--- src/rtl/sync_det_pkg.sv ---
// Shared types and constants for the synchronous (lock-in) detector.
// Imported by sync_detector; the state enum and count limits live here.
package sync_det_pkg;

    typedef enum logic [1:0] {
        IDLE  = 2'd0,
        WAIT  = 2'd1,
        ACCUM = 2'd2
    } state_t;

    localparam int CNT_W = 6;
    localparam logic [CNT_W-1:0] CNT_MAX = 6'd63;

    // Offset-binary midscale for an ADC of the given width.
    function automatic logic [31:0] midscale(input int adc_w);
        return 32'd1 << (adc_w - 1);
    endfunction

endpackage

--- src/rtl/rise_detect.sv ---
// Single-register rising-edge detector; rise is high in the cycle where sig
// is 1 and its registered copy is still 0.
module rise_detect (
    input  logic clk,
    input  logic rst,
    input  logic sig,
    output logic rise
);

    logic sig_q;

    always_ff @(posedge clk or posedge rst) begin
        if (rst) sig_q <= 1'b0;
        else     sig_q <= sig;
    end

    assign rise = sig & ~sig_q;

endmodule

--- src/rtl/sync_detector.sv ---
// Lock-in detector: starts ADC conversions on generator strobes, sums samples
// signed by stimulus phase and publishes one result per stimulus period.
module sync_detector
    import sync_det_pkg::*;
#(
    parameter int ADC_W   = 10,
    parameter int ACC_W   = 16,
    parameter int TIMEOUT = 255
) (
    input  logic                    clk,
    input  logic                    rst,
    input  logic                    enable,
    input  logic                    start_conv,
    input  logic                    new_period,
    input  logic                    phaze,
    input  logic [ADC_W-1:0]        adc_data,
    input  logic                    adc_ready,
    output logic                    adc_convst,
    output logic                    busy,
    output logic signed [ACC_W-1:0] result,
    output logic                    result_valid,
    output logic [CNT_W-1:0]        conv_count,
    output logic                    err_timeout,
    output logic                    err_overrun,
    input  logic                    err_clr
);

    localparam int TMO_W = $clog2(TIMEOUT + 1);
    localparam logic signed [ACC_W-1:0] MID = ACC_W'(midscale(ADC_W));

    state_t state, next_state;
    logic sc_rise, np_rise;
    logic start, timeout_evt, overrun_evt;
    logic ph_r;
    logic [TMO_W-1:0] tmo_cnt;
    logic [ADC_W-1:0] sample;
    logic signed [ACC_W-1:0] acc, term;
    logic [CNT_W-1:0] cnt;

    rise_detect u_sc_rise (.clk(clk), .rst(rst), .sig(start_conv), .rise(sc_rise));
    rise_detect u_np_rise (.clk(clk), .rst(rst), .sig(new_period), .rise(np_rise));

    assign busy        = (state != IDLE);
    assign overrun_evt = sc_rise & busy;
    assign term        = ACC_W'(sample) - MID;

    always_comb begin
        next_state  = state;
        start       = 1'b0;
        timeout_evt = 1'b0;
        case (state)
            IDLE: begin
                if (sc_rise && enable) begin
                    start      = 1'b1;
                    next_state = WAIT;
                end
            end
            WAIT: begin
                // A sample arriving on the limit cycle still wins.
                if (adc_ready) begin
                    next_state = ACCUM;
                end else if (tmo_cnt == TMO_W'(TIMEOUT - 1)) begin
                    timeout_evt = 1'b1;
                    next_state  = IDLE;
                end
            end
            ACCUM:   next_state = IDLE;
            default: next_state = IDLE;
        endcase
    end

    always_ff @(posedge clk or posedge rst) begin
        if (rst) state <= IDLE;
        else     state <= next_state;
    end

    always_ff @(posedge clk or posedge rst) begin
        if (rst) begin
            adc_convst   <= 1'b0;
            ph_r         <= 1'b0;
            tmo_cnt      <= '0;
            sample       <= '0;
            acc          <= '0;
            cnt          <= '0;
            result       <= '0;
            result_valid <= 1'b0;
            conv_count   <= '0;
            err_timeout  <= 1'b0;
            err_overrun  <= 1'b0;
        end else begin
            adc_convst   <= start;
            result_valid <= 1'b0;

            if (start) begin
                ph_r    <= phaze;
                tmo_cnt <= '0;
            end else if (state == WAIT) begin
                tmo_cnt <= tmo_cnt + 1'b1;
            end

            if (state == WAIT && adc_ready) sample <= adc_data;

            // A sample accumulated on the period boundary opens the new period.
            if (np_rise) begin
                if (cnt != '0) begin
                    result       <= acc;
                    conv_count   <= cnt;
                    result_valid <= 1'b1;
                end
                if (state == ACCUM) begin
                    acc <= ph_r ? term : -term;
                    cnt <= CNT_W'(1);
                end else begin
                    acc <= '0;
                    cnt <= '0;
                end
            end else if (state == ACCUM) begin
                acc <= ph_r ? acc + term : acc - term;
                if (cnt != CNT_MAX) cnt <= cnt + 1'b1;
            end

            if (err_clr) begin
                err_timeout <= 1'b0;
                err_overrun <= 1'b0;
            end
            if (timeout_evt) err_timeout <= 1'b1;
            if (overrun_evt) err_overrun <= 1'b1;
        end
    end

endmodule
--- config.mk ---
export PLATFORM = sky130hd
export DESIGN_NAME = sync_detector
export DESIGN_NICKNAME = d
export VERILOG_FILES = /design/src/rtl/sync_det_pkg.sv /design/src/rtl/rise_detect.sv /design/src/rtl/sync_detector.sv
export SDC_FILE = /design/constraint.sdc
export NUM_CORES = 1
export LEC_CHECK = 0
export ABC_AREA = 1
export CORE_MARGIN = 5
export CORE_UTILIZATION = 57
export CTS_CLUSTER_DIAMETER = 150
export DETAILED_ROUTE_END_ITERATION = 7
export HOLD_SLACK_MARGIN = 0.02
export PLACE_DENSITY = 0.8
export SLEW_MARGIN = 20
export SYNTH_ARGS = -nofsm -noshare
export SYNTH_HDL_FRONTEND = slang
export SYNTH_SLANG_ARGS = --single-unit
export TNS_END_PERCENT = 10
--- constraint.sdc ---
create_clock -name clk -period 3.4 [get_ports clk]
set_input_delay 1.02 -clock clk [delete_from_list [all_inputs] [get_ports clk]]
set_output_delay 1.02 -clock clk [all_outputs]
set_load 0.005 [all_outputs]
After elaboration in Yosys (flattened, before gate mapping)
Index checks and enable logic that the tools add are counted.

operators by class
  add/sub/neg operators = 6
  multiplexer cells = 25
  bitwise operators = 5
  reductions and logical operators = 13
  eq/ne operators = 6

operator list
  operator                                              number
  two-way mux 16 bit                                    5
  two-way mux 6 bit                                     3
  adder 16 x 11 -> 16 bit                               1
  two-way mux 8 bit                                     2
  negation 11 -> 16 bit                                 1
  subtractor 16 x 11 -> 16 bit                          1
  nonzero test 2 bit                                    6
  two-way mux 1 bit                                     11
  subtractor 10 x 10 -> 11 bit (second input constant)  1
  adder 8 x 1 -> 8 bit (second input constant)          1
  == test 8 bit (second input constant)                 1
  adder 6 x 1 -> 6 bit (second input constant)          1
  two-way mux 2 bit                                     3
  inequality test 6 bit (second input constant)         1
  AND reduction 2 bit                                   3
  nonzero test 6 bit                                    1
  one-hot mux 2 bit (2 select lines)                    1
  bitwise AND 1 bit                                     3
  inequality test 3 bit (second input constant)         1
  == test 2 x 1 -> 1 bit (second input constant)        1
  == test 2 bit (second input constant)                 1
  logical AND 1 bit                                     2
  zero test 2 bit                                       1
  inequality test 2 bit (second input constant)         1
  inverter 1 bit                                        2

storage, ports and cells
  register bits = 71
  input port bits = 18
  word-level logic and storage cells = 69

Logic depth before layout (Yosys ltp)
Gate-level depths: netlist of the first run.

  depth in word-level cells = 6
  mapped depth = 18

Cells and area by module
A second synthesis of the first run with hierarchy kept.

unflattened totals
  cell total of the unflattened synthesis = 560
  area total of the unflattened synthesis = 4234.1 µm²

modules (own cells, without submodules)
  module         instances  area an instance (µm²)  sequential area each (µm²)  cells each
  sync_detector  1          4156.5                  1726.7                      552
  rise_detect    2          38.8                    25.0                        4

Worst setup path before layout of the first run
OpenSTA, ideal clock, no wires.

  kind = register to register
  from = register sample[0]
  to = register acc[15]
  setup time = 117 ps
  clock period less this slack = 2237 ps
  setup slack = 1163 ps
  required time = 3283 ps
  data arrival time = 2119 ps
  stages on the path, launching flop included = 17
  cell sequence = dfrtp_1 inv_1 ha_1 nand2_1 nor2_2 nor2_1 xor2_1 ha_1 nand2_1 inv_1 nand2_1 nor3_1 nand2_1 nand2_1 nand2_1 nand3_1 nand2_1

between the ends
  longest elaborated chain between the ends = 5

RTL lines
  what                                                        RTL line                                    source
  start: declaration                                          sync_detector.sv:36                         logic [ADC_W-1:0] sample;
  start signal: assignment                                    sync_detector.sv:101                        if (state == WAIT && adc_ready) sample <= adc_data;
  subtractor 10 x 10 -> 11 bit *                              sync_detector.sv:45                         assign term = ACC_W'(sample) - MID;
  subtractor 16 x 11 -> 16 bit, or another cell as far along  sync_detector.sv:118                        acc <= ph_r ? acc + term : acc - term;
  two-way mux 16 bit, on equally long branches                sync_detector.sv:118, sync_detector.sv:111
  two-way mux 16 bit, on equally long branches                sync_detector.sv:117, sync_detector.sv:110
  two-way mux 16 bit *                                        sync_detector.sv:104                        if (np_rise) begin
  end signal: assignment                                      sync_detector.sv:111                        acc <= ph_r ? term : -term;
  end signal: assignment                                      sync_detector.sv:118
  end: declaration                                            sync_detector.sv:37                         logic signed [ACC_W-1:0] acc, term;

Every way passes the cells marked *; elsewhere a longest branch is shown, timed or not. The select of a mux whose other input is x is not followed.
A chain may end at the register's enable or synchronous reset.

Final worst setup path of the first run
Ends and elaborated chain as after synthesis.

==> results of run 1 <==
## final timing paths
check | start | end | slack [ns] | cells past startpoint
max | sample[0] | acc[15] | 0.71 | 16
min | result[9] | result[9] | 0.48 | 2
max reg2reg | sample[0] | acc[15] | 0.71 | 16
min reg2reg | result[9] | result[9] | 0.48 | 2
max in group asynchronous | rst | acc[12] | 1.65 | 3
min in group asynchronous | rst | u_sc_rise.sig_q | 1.11 | 2
## placed cells by master, fill, tap and decap left out, types with 3 or more instances in the layout
cell,count
nand4_1,5
ha_1,24
dfrtp_1,71
a31oi_1,3
o21ai_1,19
nor3_1,8
clkbuf_8,10
clkdlybuf4s50_1,44
inv_2,7
o21ai_0,25
nand2_1,186
nor2_2,3
o31ai_1,3
nand3_1,33
xnor2_1,3
inv_1,78
nand3b_1,3
nand2_2,4
a22oi_1,3
a21oi_1,16
xor2_1,9
nor2_1,30
## routing by layer
metal | track usage | vias up
met5 | 0 | -
met1 | 0.292 | 1695
met2 | 0.384 | 101
met4 | 0.0806 | 0
met3 | 0.0434 | 16
li1 | - | 1849
## where the power goes
group	switching (uW)	internal, uW	leakage, uW
registers	195	1080	0.000945
clock network	309	430	0.000112
logic	1080	748	0.00149
## critical path: stages (launching register included)
cell	delay (ns)
dfrtp_1	0.43
inv_1	0.13
ha_1	0.22
nand2_1	0.09
nor2_2	0.22
nor2_1	0.08
xor2_1	0.17
ha_1	0.38
nand2_1	0.09
inv_1	0.09
nand2_1	0.08
nor3_1	0.22
nand2_1	0.09
nand2_1	0.08
nand2_1	0.05
nand3_1	0.08
nand2_1	0.07
## cell type report
cell class	instances	area (um2)
fillers	597	2250
multi-input cells	390	2010
flip-flops and latches	71	1780
repair buffers	46	468
inverters	86	323
clock buffers	10	138
well taps	99	124
clock inverters	5	82.6
## registers in the layout, summed over array words and instances, names as in the netlist, 2 cells and up
name / count
state: 2
sample: 10
acc: 16
cnt: 6
result: 16
conv_count: 6
tmo_cnt: 8
## kinds of logic after synthesis
group | Yosys count
AO/OA/AOI/OAI | 75
XOR/XNOR | 13
adder cells (fa/ha/maj) | 25
buffers and inverters | 94
flip-flops | 71
AND/OR/NAND/NOR | 277
## metrics by stage
step                       util  total power, uW  cell area, um2  worst slack, ns
after CTS                 0.686             3850            4920            0.764
final                     0.686             3850            4920            0.712
after detailed placement  0.656             3090            4700            0.579
after floorplan               -             2470            4160            0.583
after global placement    0.656             3030            4700            0.632
after global routing      0.686             4160            4920            0.437
==> flow_metrics.py, run 1 <==
metrics = {
    "placed_design": {
        "gp_congestion": 0.951,
        "port_buffers": 44,
        "dp.cells": 692,
        "dp_hpwl_um": 7120,
    },
    "critical_path": {
        "crit_path_start_kind": "flop",
        "end_kind": "flop",
        "cp.arrival_ns": 2.91,
        "critical_path.max_fanout": 5,
        "critical_path_class": "reg -> reg",
        "worstPathRequired_ns": 3.62,
    },
    "clocking": {
        "cts_hold_buf": 0,
        "post_cts_resized": 0,
        "clk_pin_slew_ns": 0.08,
        "clk_latency_ns": 0.34,
        "cts_tree": "done",
        "post-cts-setup-buffers": 0,
        "cts.path.max_buffers": 2,
        "cts_max_level": 3,
        "numCtsBuffers": 9,
        "clkSinkCount": 71,
        "cts-root-buf": "clkbuf_8",
    },
    "cells_and_area": {
        "fin_nets": 647,
        "areaGrowthSynthToFinish_pct": 18.4,
        "n_antenna_cell": 0,
        "drive_gt1_frac": 0.0559,
        "layoutNonFillerInstCount": 707,
    },
    "detailed_routing": {
        "top_layer": "met4",
        "drt_iter0_markers": 141,
        "wl_per_cell_um": 13.3,
        "drtAntennaViolNets": 0,
        "routed_wl_um": 9410,
        "wl_met3_um": 432,
        "drt_pass1_iterations": 5,
        "routed_via_density": 5.18,
        "drcViolationCount": 0,
        "met2_length_um": 4600,
        "wl_met1_um": 4210,
        "num_vias": 3661,
    },
    "timing": {
        "skew_ns": 0.0104,
        "holdWs_ns": 0.481,
        "period_needed_ns": 2.69,
        "tightest_slew_ns": 0.690,
        "rsz0062_at_grt": "false",
        "hold_viol_final": 0,
        "drv_slew": 0,
        "setup_viol": 0,
        "post-route-period-util": 0.791,
        "fin_tns_setup_ns": 0,
        "relSlewSlack": 0.539,
        "max_freq_mhz": 372,
    },
    "synth": {
        "yosysTopAreaCell": "dfrtp_1",
        "synth_cell_type_count": 34,
        "yosys-top-cells-count": "nand2_1 (186), inv_1 (79), dfrtp_1 (71), nand3_1 (33), nor2_1 (30)",
        "yosysWarnings": 0,
        "synth_top_family_by_area": "simple AND/OR/NAND/NOR gates",
        "syn-num-nets": 598,
        "synth_adder_area_share": 0.0770,
        "yosysTopAreaCellShare": 0.427,
        "synthTopCellsByArea": "dfrtp_1 (43%), nand2_1 (17%), ha_1 (7.2%)",
        "syn_inst": 555,
        "ys_async_sr_fraction": 1.00,
        "synth-edff-count": 0,
        "synth_area_um2": 4160,
        "synthFlopType": "dfrtp_1",
        "synth_most_common_cell": "nand2_1",
        "synth_compound_area_frac": 0.102,
        "synth-simple-area-share": 0.276,
        "ys_ff_latch": 71,
        "synth_xor_area_frac": 0.0292,
        "muxShareOfSynthArea": 0,
        "ys_seq_area_frac": 0.427,
        "syn_avg_cell_area_um2": 7.49,
    },
    "power": {
        "p_leak_uw": 0.00255,
        "power_density_nw_per_um2": 781,
        "peakVddDrop_uv": 422,
    },
    "grt": {
        "grt_max_degree": 41,
        "grt_overflow_total": 0,
        "antenna_found_initial": 0,
        "grt_pass1_wl_um": 16200,
        "grt_pass1_vias": 3606,
        "grtUsageTotal": 0.227,
    },
    "floorplanning": {
        "io_pins": 45,
        "fp-row-count": 31,
        "die_y_um": 95.4,
        "core_um2": 7180,
        "dieArea_um2": 9100,
        "initial_core_util": 0.579,
        "die_w_um": 95.4,
    },
    "flow_run": {
        "drv_cap": 0,
    },
    "worst_hold_path": {
        "hp-class": "reg -> reg",
    },
    "status": {
        "status": "finished, final reports clean",
    },
}
Power figures use the tool's default switching activity.
==> run 2, diff against run 1 <==
--- a/config.mk
+++ b/config.mk
@@ -7,11 +7,11 @@
 export LEC_CHECK = 0
 export ABC_AREA = 1
 export CORE_MARGIN = 5
-export CORE_UTILIZATION = 57
+export CORE_UTILIZATION = 51
 export CTS_CLUSTER_DIAMETER = 150
 export DETAILED_ROUTE_END_ITERATION = 7
 export HOLD_SLACK_MARGIN = 0.02
-export PLACE_DENSITY = 0.8
+export PLACE_DENSITY = 0.76
 export SLEW_MARGIN = 20
 export SYNTH_ARGS = -nofsm -noshare
 export SYNTH_HDL_FRONTEND = slang
==> constraint.sdc (replaced) <==
create_clock -name clk -period 2.4 [get_ports clk]
set_input_delay 0.72 -clock clk [delete_from_list [all_inputs] [get_ports clk]]
set_output_delay 0.72 -clock clk [all_outputs]
set_load 0.005 [all_outputs]
==> run 2 against run 1 <==
Effect of this change: clock power is 50% higher; routed wire length is 8.1% higher; register-to-register slack got worse by 0.65 ns; cell count is 4.1% higher; core utilization fell by 1.9 points; fmax up 15%; flip-flop and latch count did not move; clock skew up 0.00056 ns; critical endpoint unchanged; highest routed layer unchanged.
==> flow_metrics.py, run 2 (synthesized netlist as in run 1, its figures left out) <==
metrics = {
    "placed_design": {
        "place_area_um2": 4810,
        "gp_congestion": 0.936,
        "port_buffers": 44,
        "dp_hpwl_um": 7210,
        "dpl_worst_slack_ns": -0.0209,
    },
    "floorplanning": {
        "die_w_um": 100,
        "initial_core_util": 0.514,
        "fp-row-count": 33,
        "dieArea_um2": 10100,
        "core_um2": 8090,
        "die_y_um": 100,
        "io_pins": 45,
    },
    "grt": {
        "grt_overflow_total": 0,
        "antenna_found_initial": 0,
        "grtUsageTotal": 0.210,
        "grt_pass1_vias": 3640,
        "grt_pass1_wl_um": 17000,
        "grt_max_degree": 72,
    },
    "timing": {
        "skew_ns": 0.0110,
        "setup_viol": 0,
        "relSlewSlack": 0.680,
        "post-route-period-util": 0.975,
        "period_needed_ns": 2.34,
        "tightest_slew_ns": 0.479,
        "max_freq_mhz": 427,
        "rsz0062_at_grt": "true",
        "drv_slew": 0,
        "hold_viol_final": 0,
        "setup_slack_ns": 0.0590,
    },
    "critical_path": {
        "cp.arrival_ns": 2.62,
        "path_cells": "inv_2 > ha_4 > nand2_2 > nor2_4 > nor2_1 > xor2_1 > ha_2 > nand2_2 > inv_2 > nand2_4 > nor3_4 > buf_4 > a21oi_2 > nand2_1 > nand3_1 > nand2_1",
        "cpPeakStageDelay_ns": 0.41,
        "critical_path.max_fanout": 5,
        "worstPathRequired_ns": 2.68,
        "critical_path_class": "reg -> reg",
        "crit_path_start_kind": "flop",
        "path_buf_inv": 3,
        "cp_top_family": "simple AND/OR/NAND/NOR gates",
        "end_kind": "flop",
        "cpMaxStageDelayCell": "dfrtp_1",
    },
    "clocking": {
        "cts.path.max_buffers": 2,
        "cts_hold_buf": 0,
        "clk_pin_slew_ns": 0.08,
        "numCtsBuffers": 9,
        "cts-root-buf": "clkbuf_8",
        "cts_tree": "done",
        "cts_max_level": 3,
        "clk_latency_ns": 0.35,
        "clkSinkCount": 71,
    },
    "detailed_routing": {
        "num_vias": 3781,
        "drtAntennaViolNets": 0,
        "routed_via_density": 5.14,
        "drt_iter0_markers": 301,
        "wl_per_cell_um": 13.8,
        "routed_wl_um": 10200,
        "drcViolationCount": 0,
        "drt_pass1_iterations": 4,
    },
    "worst_hold_path": {
        "hp-class": "reg -> reg",
    },
    "power": {
        "power.total_uw": 6130,
        "peakVddDrop_uv": 491,
        "power_density_nw_per_um2": 1130,
        "p_leak_uw": 0.00270,
    },
    "cells_and_area": {
        "fin_nets": 669,
        "reg_top3": "acc (16), result (16), sample (10)",
        "areaGrowthSynthToFinish_pct": 29.9,
        "n_antenna_cell": 0,
        "drive_gt1_frac": 0.171,
        "final_area_um2": 5400,
        "layout_commonest_cell": "nand2_1",
        "post-route-util": 0.667,
        "mostFrequentLayoutCells": "nand2_1 (170), inv_1 (72), dfrtp_1 (68), clkdlybuf4s50_1 (44), nand3_1 (33)",
    },
    "status": {
        "status": "finished, final reports clean",
    },
    "flow_run": {
        "drv_cap": 0,
    },
}
[run 2: layout make-up]
type	count	area, um2
multi-input combinational	390	2270
tap	105	131
clock inverter	4	77.6
timing repair buffer	68	657
clock buffer	12	155
fill	669	2690
inverter	86	329
sequential	71	1780
[run 2: per-layer routing]
metal / wire length (um) / up-vias / GRT usage
met4: 178 / 0 / 0.0850
met3: 515 / 15 / 0.0375
met2: 4950 / 90 / 0.339
met5: 0 / - / 0
li1: - / 1897 / -
met1: 4520 / 1779 / 0.279
[run 2: path summary, 6_finish.rpt]
path                                start             to  slack, ns  depth (start not counted)
worst min register to register  result[8]      result[8]       0.48                          2
min in group asynchronous             rst  conv_count[2]       0.82                          3
worst max register to register  sample[0]        acc[15]       0.06                         16
worst max-delay path            sample[0]        acc[15]       0.06                         16
worst min-delay path            result[8]      result[8]       0.48                          2
max in group asynchronous             rst      sample[9]       1.24                          3
[run 2: worst min-delay path: stages (launching register included)]
cell     delay [ns]
dfrtp_1        0.35
nand2_1        0.05
nand2_1        0.05
[run 2: repair_timing]
item,CTS,global route
resized for setup,4,65
setup endpoints to repair,2,11
setup buffers,1,10
pin swaps,1,18
[run 2: per-stage QoR]
step	hold WS [ns]	std cells	TNS, ns
2_1_floorplan	0.457	555	0
3_5_place_dp	0.472	709	-0.0209
6_report	0.484	736	0
3_3_place_gp	0.465	709	-0.0293
4_1_cts	0.490	726	0
5_1_grt	0.518	736	-0.246
[run 2: report_power, final]
part | internal (uW) | total [uW] | switching [uW]
registers | 1530 | 1850 | 317
clock network | 646 | 1110 | 462
logic | 1400 | 3170 | 1770
total | 3570 | 6130 | 2550
